--- src/rtl/dsp_mac_p.sv ---
// dsp_mac_p -- pipelined signed multiply-accumulate slice.
//
// Datapath: A*B -> optional M register -> PW+1-bit post-adder -> P register.
// C, OPMODE and the valid bit ride the same pipeline as A/B, so every result
// is built from its own operands. PCIN is used unregistered at the P stage.
// Latency from a sampled VALID_IN to VALID_OUT is AREG+MREG+1 cycles.
//
// Parameters: AW/BW signed operand widths, PW result width (>= AW+BW+1),
//   AREG input stages (0..2), MREG multiplier output stage (0..1).
// Ports:
//   CLK        rising-edge clock
//   RST        synchronous active-high reset, beats CE and VALID_IN
//   CE         clock enable; 0 freezes every pipeline register and P
//   VALID_IN   qualifies A, B, C, OPMODE
//   A, B       signed multiplier operands
//   C          signed addend
//   PCIN       cascade input, used as-is at the P stage
//   OPMODE     000 M, 001 P+M, 010 P-M, 011 C+M, 100 PCIN+M, 101 C-M,
//              110 P+C, 111 zero
//   P, PCOUT   result and its cascade copy
//   VALID_OUT  one-cycle strobe: P was updated by a valid op
//   OVF        signed overflow of the last valid P update
//
// Build option: define DSP_MAC_SAT_EN to clamp P on overflow instead of
// letting it wrap. OVF is reported either way.

module dsp_mac_p #(
  parameter int AW   = 18,
  parameter int BW   = 18,
  parameter int PW   = 48,
  parameter int AREG = 1,
  parameter int MREG = 1
) (
  input  logic          CLK,
  input  logic          RST,
  input  logic          CE,
  input  logic          VALID_IN,
  input  logic [AW-1:0] A,
  input  logic [BW-1:0] B,
  input  logic [PW-1:0] C,
  input  logic [PW-1:0] PCIN,
  input  logic [2:0]    OPMODE,
  output logic [PW-1:0] P,
  output logic [PW-1:0] PCOUT,
  output logic          VALID_OUT,
  output logic          OVF
);

  localparam int MW = AW + BW;

  localparam logic [2:0] OP_M      = 3'b000;
  localparam logic [2:0] OP_PPM    = 3'b001;
  localparam logic [2:0] OP_PMM    = 3'b010;
  localparam logic [2:0] OP_CPM    = 3'b011;
  localparam logic [2:0] OP_PCINPM = 3'b100;
  localparam logic [2:0] OP_CMM    = 3'b101;
  localparam logic [2:0] OP_PPC    = 3'b110;
  localparam logic [2:0] OP_ZERO   = 3'b111;

  typedef struct packed {
    logic          vld;
    logic [2:0]    op;
    logic [AW-1:0] a;
    logic [BW-1:0] b;
    logic [PW-1:0] c;
  } req_t;

  typedef struct packed {
    logic          vld;
    logic [2:0]    op;
    logic [MW-1:0] m;
    logic [PW-1:0] c;
  } mreq_t;

  req_t  req_in, req_a;
  mreq_t mreq_d, mreq;

  assign req_in = '{vld: VALID_IN, op: OPMODE, a: A, b: B, c: C};

  // ---------------- input register stages ----------------
  // Operands are captured regardless of VALID_IN; the valid bit alone
  // decides whether they ever reach P.
  if (AREG == 0) begin : g_a0
    assign req_a = req_in;
  end else begin : g_areg
    req_t aq [1:AREG];
    always_ff @(posedge CLK) begin
      if (RST) begin
        for (int i = 1; i <= AREG; i++) aq[i] <= '0;
      end else if (CE) begin
        aq[1] <= req_in;
        for (int i = 2; i <= AREG; i++) aq[i] <= aq[i-1];
      end
    end
    assign req_a = aq[AREG];
  end

  // ---------------- multiplier ----------------
  logic signed [MW-1:0] prod;
  assign prod = $signed(req_a.a) * $signed(req_a.b);

  assign mreq_d = '{vld: req_a.vld, op: req_a.op, m: prod, c: req_a.c};

  if (MREG == 0) begin : g_m0
    assign mreq = mreq_d;
  end else begin : g_mreg
    always_ff @(posedge CLK) begin
      if (RST)     mreq <= '0;
      else if (CE) mreq <= mreq_d;
    end
  end

  // ---------------- post-adder ----------------
  // One guard bit above PW: any result whose top two bits differ cannot be
  // represented in PW signed bits.
  logic signed [PW:0] mx, px, cx, pcx, sum;
  logic [PW-1:0] p_nxt;
  logic          ovf_nxt;

  assign mx  = {{(PW+1-MW){mreq.m[MW-1]}}, mreq.m};
  assign px  = {P[PW-1], P};
  assign cx  = {mreq.c[PW-1], mreq.c};
  assign pcx = {PCIN[PW-1], PCIN};

  always_comb begin
    sum = '0;
    unique case (mreq.op)
      OP_M:      sum = mx;
      OP_PPM:    sum = px + mx;
      OP_PMM:    sum = px - mx;
      OP_CPM:    sum = cx + mx;
      OP_PCINPM: sum = pcx + mx;
      OP_CMM:    sum = cx - mx;
      OP_PPC:    sum = px + cx;
      OP_ZERO:   sum = '0;
      default:   sum = '0;
    endcase
  end

  assign ovf_nxt = sum[PW] ^ sum[PW-1];

`ifdef DSP_MAC_SAT_EN
  // Clamp toward the sign of the true (PW+1-bit) result.
  always_comb begin
    p_nxt = sum[PW-1:0];
    if (ovf_nxt) p_nxt = sum[PW] ? {1'b1, {(PW-1){1'b0}}} : {1'b0, {(PW-1){1'b1}}};
  end
`else
  assign p_nxt = sum[PW-1:0];
`endif

  // ---------------- P stage ----------------
  // VALID_OUT is not frozen by CE: it is a strobe and drops whenever the
  // previous edge did not perform a valid update.
  always_ff @(posedge CLK) begin
    if (RST) begin
      P         <= '0;
      OVF       <= 1'b0;
      VALID_OUT <= 1'b0;
    end else begin
      VALID_OUT <= CE & mreq.vld;
      if (CE && mreq.vld) begin
        P   <= p_nxt;
        OVF <= ovf_nxt;
      end
    end
  end

  assign PCOUT = P;

endmodule

--- config.mk ---
export PLATFORM = sky130hd
export DESIGN_NAME = dsp_mac_p
export DESIGN_NICKNAME = d
export VERILOG_FILES = /design/src/rtl/dsp_mac_p.sv
export SDC_FILE = /design/constraint.sdc
export NUM_CORES = 2
export LEC_CHECK = 0
export CAP_MARGIN = 10
export CELL_PAD_IN_SITES_DETAIL_PLACEMENT = 0
export CELL_PAD_IN_SITES_GLOBAL_PLACEMENT = 2
export CORE_UTILIZATION = 41
export CTS_BUF_LIST = sky130_fd_sc_hd__clkbuf_2 sky130_fd_sc_hd__clkbuf_4 sky130_fd_sc_hd__clkbuf_8
export CTS_CLUSTER_SIZE = 8
export DETAILED_ROUTE_END_ITERATION = 8
export PLACE_DENSITY = 0.95
export SYNTH_ARGS = -nofsm -noshare
export SYNTH_HDL_FRONTEND = slang
export SYNTH_SLANG_ARGS = --single-unit
export TNS_END_PERCENT = 30
--- constraint.sdc ---
create_clock -name CLK -period 12.8 [get_ports CLK]
set_clock_uncertainty 0.15 [all_clocks]
set_input_delay 3.2 -clock CLK [delete_from_list [all_inputs] [get_ports CLK]]
set_output_delay 3.2 -clock CLK [all_outputs]
set_load 0.005 [all_outputs]
==> key figures <==
Status
  – Status: finished clean

Die
  – IO Pins: around 240
  – Initial core utilization: 0.415
  – Die H: 279 um
  – Die X: 279 um
  – FP Rows: 101
  – Core Region: between 70000 and 80000 um^2
  – Die footprint: 77900 um^2

Hold path
  – Worst hold start: g_areg.aq[1][14]
  – Worst min path class: register to register

Power
  – Pwr per Cell Area: roughly 190 nW/um^2
  – Leak: 16.2 nW
  – Peak VDD IR: between 0.15 and 0.2 mV

Logic synthesis
  – Mean Syn Cell Area: 8.40 um^2
  – Ys async rst share: 0
  – Yosys reg bits: 226
  – Mapped Cells: 3748
  – Library cells used by synthesis: 89
  – Syn Std Cell Area: 31500 um^2
  – Synth Flop Type: dfxtp_1
  – Syn Nets: 4457
  – EDFF count, synth: slightly below 90
  – Register area share after synthesis: 0.172
  – YS warnings: 0

Clock tree
  – CTS tree: built
  – Htree depth: 2
  – CTS root buffer: clkbuf_8
  – Clock Tree Buf Depth: 3
  – CTS sink count: 226
  – CTS resizes: 0
  – Cts hold-fix bufs: 0
  – Total CTS buffers: between 40 and 50
  – Clk_lat worst skew: 660 ps
  – Post CTS Setup Buffer Count: 0
  – Clk slew on worst S/H paths: 60 ps

Worst setup path
  – RR Startpoint: g_areg.aq[1][78]
  – WP data required: around 13000 ps
  – Arrival @ worst endpoint: 7820 ps
  – Startpoint Class: register
  – Critical path origin: g_areg.aq[1][78]
  – Crit path cell chain: nand2_1 > fa_1 > fa_1 > fa_1 > inv_1 > fa_1 > fa_1 > inv_1 > fa_1 > inv_1 > ha_1 > a21o_1 > a21o_1 > a21oi_1 > o22a_1 > o41ai_1 > buf_4 > and2_1 > o21ai_1 > a2111oi_0 > a2111oi_0 > a21oi_1 > xor2_1 > a22o_1
  – CP peak stage delay: 790 ps
  – Worst-path fanout max: 18
  – Critical path's most frequent cell: fa_1
  – CP Class: register to register
  – Slowest-stage cell, CP: edfxtp_1
  – Worst reg2reg setup slack: roughly 5400 ps
  – Crit. End Element: register

Placed design
  – Final HPWL DP: 83600 um
  – Setup WS pre-CTS: 5200 ps
  – Placed cells: between 4000 and 5000
  – GPL Wtd Cong: 0.955
  – Post-DP Area: 34300 um^2
  – Port bufs: 236

Detailed routing
  – Initial DRC Count: 1616
  – TritonRoute pass-1 iters: 5
  – DRT Wirelength: around 100000 um
  – Detailed-route DRC error count: 0
  – Avg WL per Cell: 21.4 um
  – Antenna Nets Post-Route: 0
  – Via count: between 20000 and 30000
  – Via-to-Cell Ratio: between 5 and 6

Finish
  – Fraction of layout cells with a size suffix above 1: 0.0412
  – FILL cells: about 7500
  – Finished Layout Cells: 4891
  – Synthesis-to-finish area growth: 12.3%
  – Final Instance Area: 35400 um^2
  – FF+latch area: between 5000 and 6000 um^2
  – Most frequent cells in the layout: inv_1, fa_1, nand2_1
  – Most common cell after layout, fill and taps aside: inv_1
  – Multi-input gate area: 23300 um^2
  – Final nets: 4531

Timing
  – Final setup TNS: 0 ps
  – RSZ-0062 raised after global routing: false
  – Tightest Pin Transition: 1170 ps
  – Final min period: 7430 ps
  – Final worst path period share: 0.580
  – Slew margin rel.: 0.218
  – Setup violations, final: 0
  – Final hold violations: 0
  – PnR worst setup slack: 5370 ps
  – Fmax: 135 MHz
  – Final slew viol count: 0

Global route
  – GRT Overall Usage: 0.267
  – Largest net degree at the start of global routing: about 100
  – Vias in the first global route: 26800
  – Overflow after GRT: 0
  – Global-route wire length before repair: 159000 um
  – Initial antenna violation count: 1

Flow run
  – Max Cap Violations: 0
==> worst paths after layout <==
| check | end | depth (start not counted) |
|---|---|---|
| setup reg to reg | mreq[82] | 24 |
| hold reg to reg | cx[14] | 2 |
| setup / recovery | mreq[82] | 24 |
| hold / removal | cx[14] | 2 |
==> area by class of cell <==
class                           instances  share of cell area
Multi-Input combinational cell       2843               0.660
Sequential cell                       226               0.153
Timing Repair Buffer                  274              0.0747
Inverter                              431              0.0458
Tap cell                             1030              0.0364
Clock buffer                           67              0.0236
Clock inverter                         19             0.00693
Antenna cell                            1           0.0000707
==> flip-flops by register name, summed over array words and instances, names as in the netlist <==
signal and flops:
cx 48, P 48, mreq 40, VALID_OUT 1
OVF 1, g_areg.aq 88
==> logic make-up after synthesis <==
kind of cell    synth area share
fa+ha+maj                  0.306
flops                      0.172
simple gates               0.175
buf+inv                   0.0880
xor+xnor                  0.0573
mux                       0.0270
compound gates             0.175
==> cells in the mapped netlist, types with 25 or more instances <==
cell / n / area, um^2
clkbuf_1: 170 / 638
fa_1: 332 / 6650
nand4_1: 33 / 206
nand2_1: 321 / 1200
and2_1: 270 / 1690
a21oi_1: 269 / 1350
a31oi_1: 26 / 163
mux2i_1: 80 / 801
o21ai_0: 169 / 846
buf_4: 50 / 375
dfxtp_1: 138 / 2760
o21a_1: 31 / 233
ha_1: 238 / 2980
o22ai_1: 37 / 231
xor2_1: 89 / 780
edfxtp_1: 88 / 2640
nor3_1: 55 / 275
nand3_1: 54 / 270
nand2b_1: 30 / 188
xnor2_1: 117 / 1020
o21bai_1: 25 / 188
inv_1: 429 / 1610
a21o_1: 101 / 758
nor2_1: 256 / 961
==> metrics by stage <==
stage	utilization	power (mW)	hold WS, ps
after floorplan	-	4.55	307
after global placement	0.451	5.80	306
after detailed placement	0.451	5.82	311
after CTS	0.466	6.75	311
after global routing	0.466	7.40	341
final	0.466	6.73	318
==> critical path, delay by kind of cell, from the launching register on <==
| family | cells | cell delay, ps |
|---|---|---|
| buffers and inverters | 4 | 330 |
| AND/OR/NAND/NOR | 2 | 330 |
| adder cells (fa/ha/maj) | 7 | 3350 |
| AO/OA/AOI/OAI | 10 | 2210 |
| XOR/XNOR | 1 | 170 |
| flip-flops | 1 | 790 |
==> per-layer routing <==
layer  track usage  share of wire  wire, um  vias to the layer above
met3        0.0338          0.051      5350                      232
met5             0              0         0                        -
met1         0.321           0.41     42600                    12900
li1              -              -         -                    12800
met4         0.157          0.065      6750                        0
met2         0.458           0.48     49800                      883
==> report_power, final <==
part / leakage, nW / switching (mW) / internal [mW]
Sequential: 2.07 / 0.192 / 0.830
Combinational: 13.5 / 2.81 / 2.01
Clock: 0.565 / 0.366 / 0.525
Note: power is estimated with default switching activity, not from simulation.
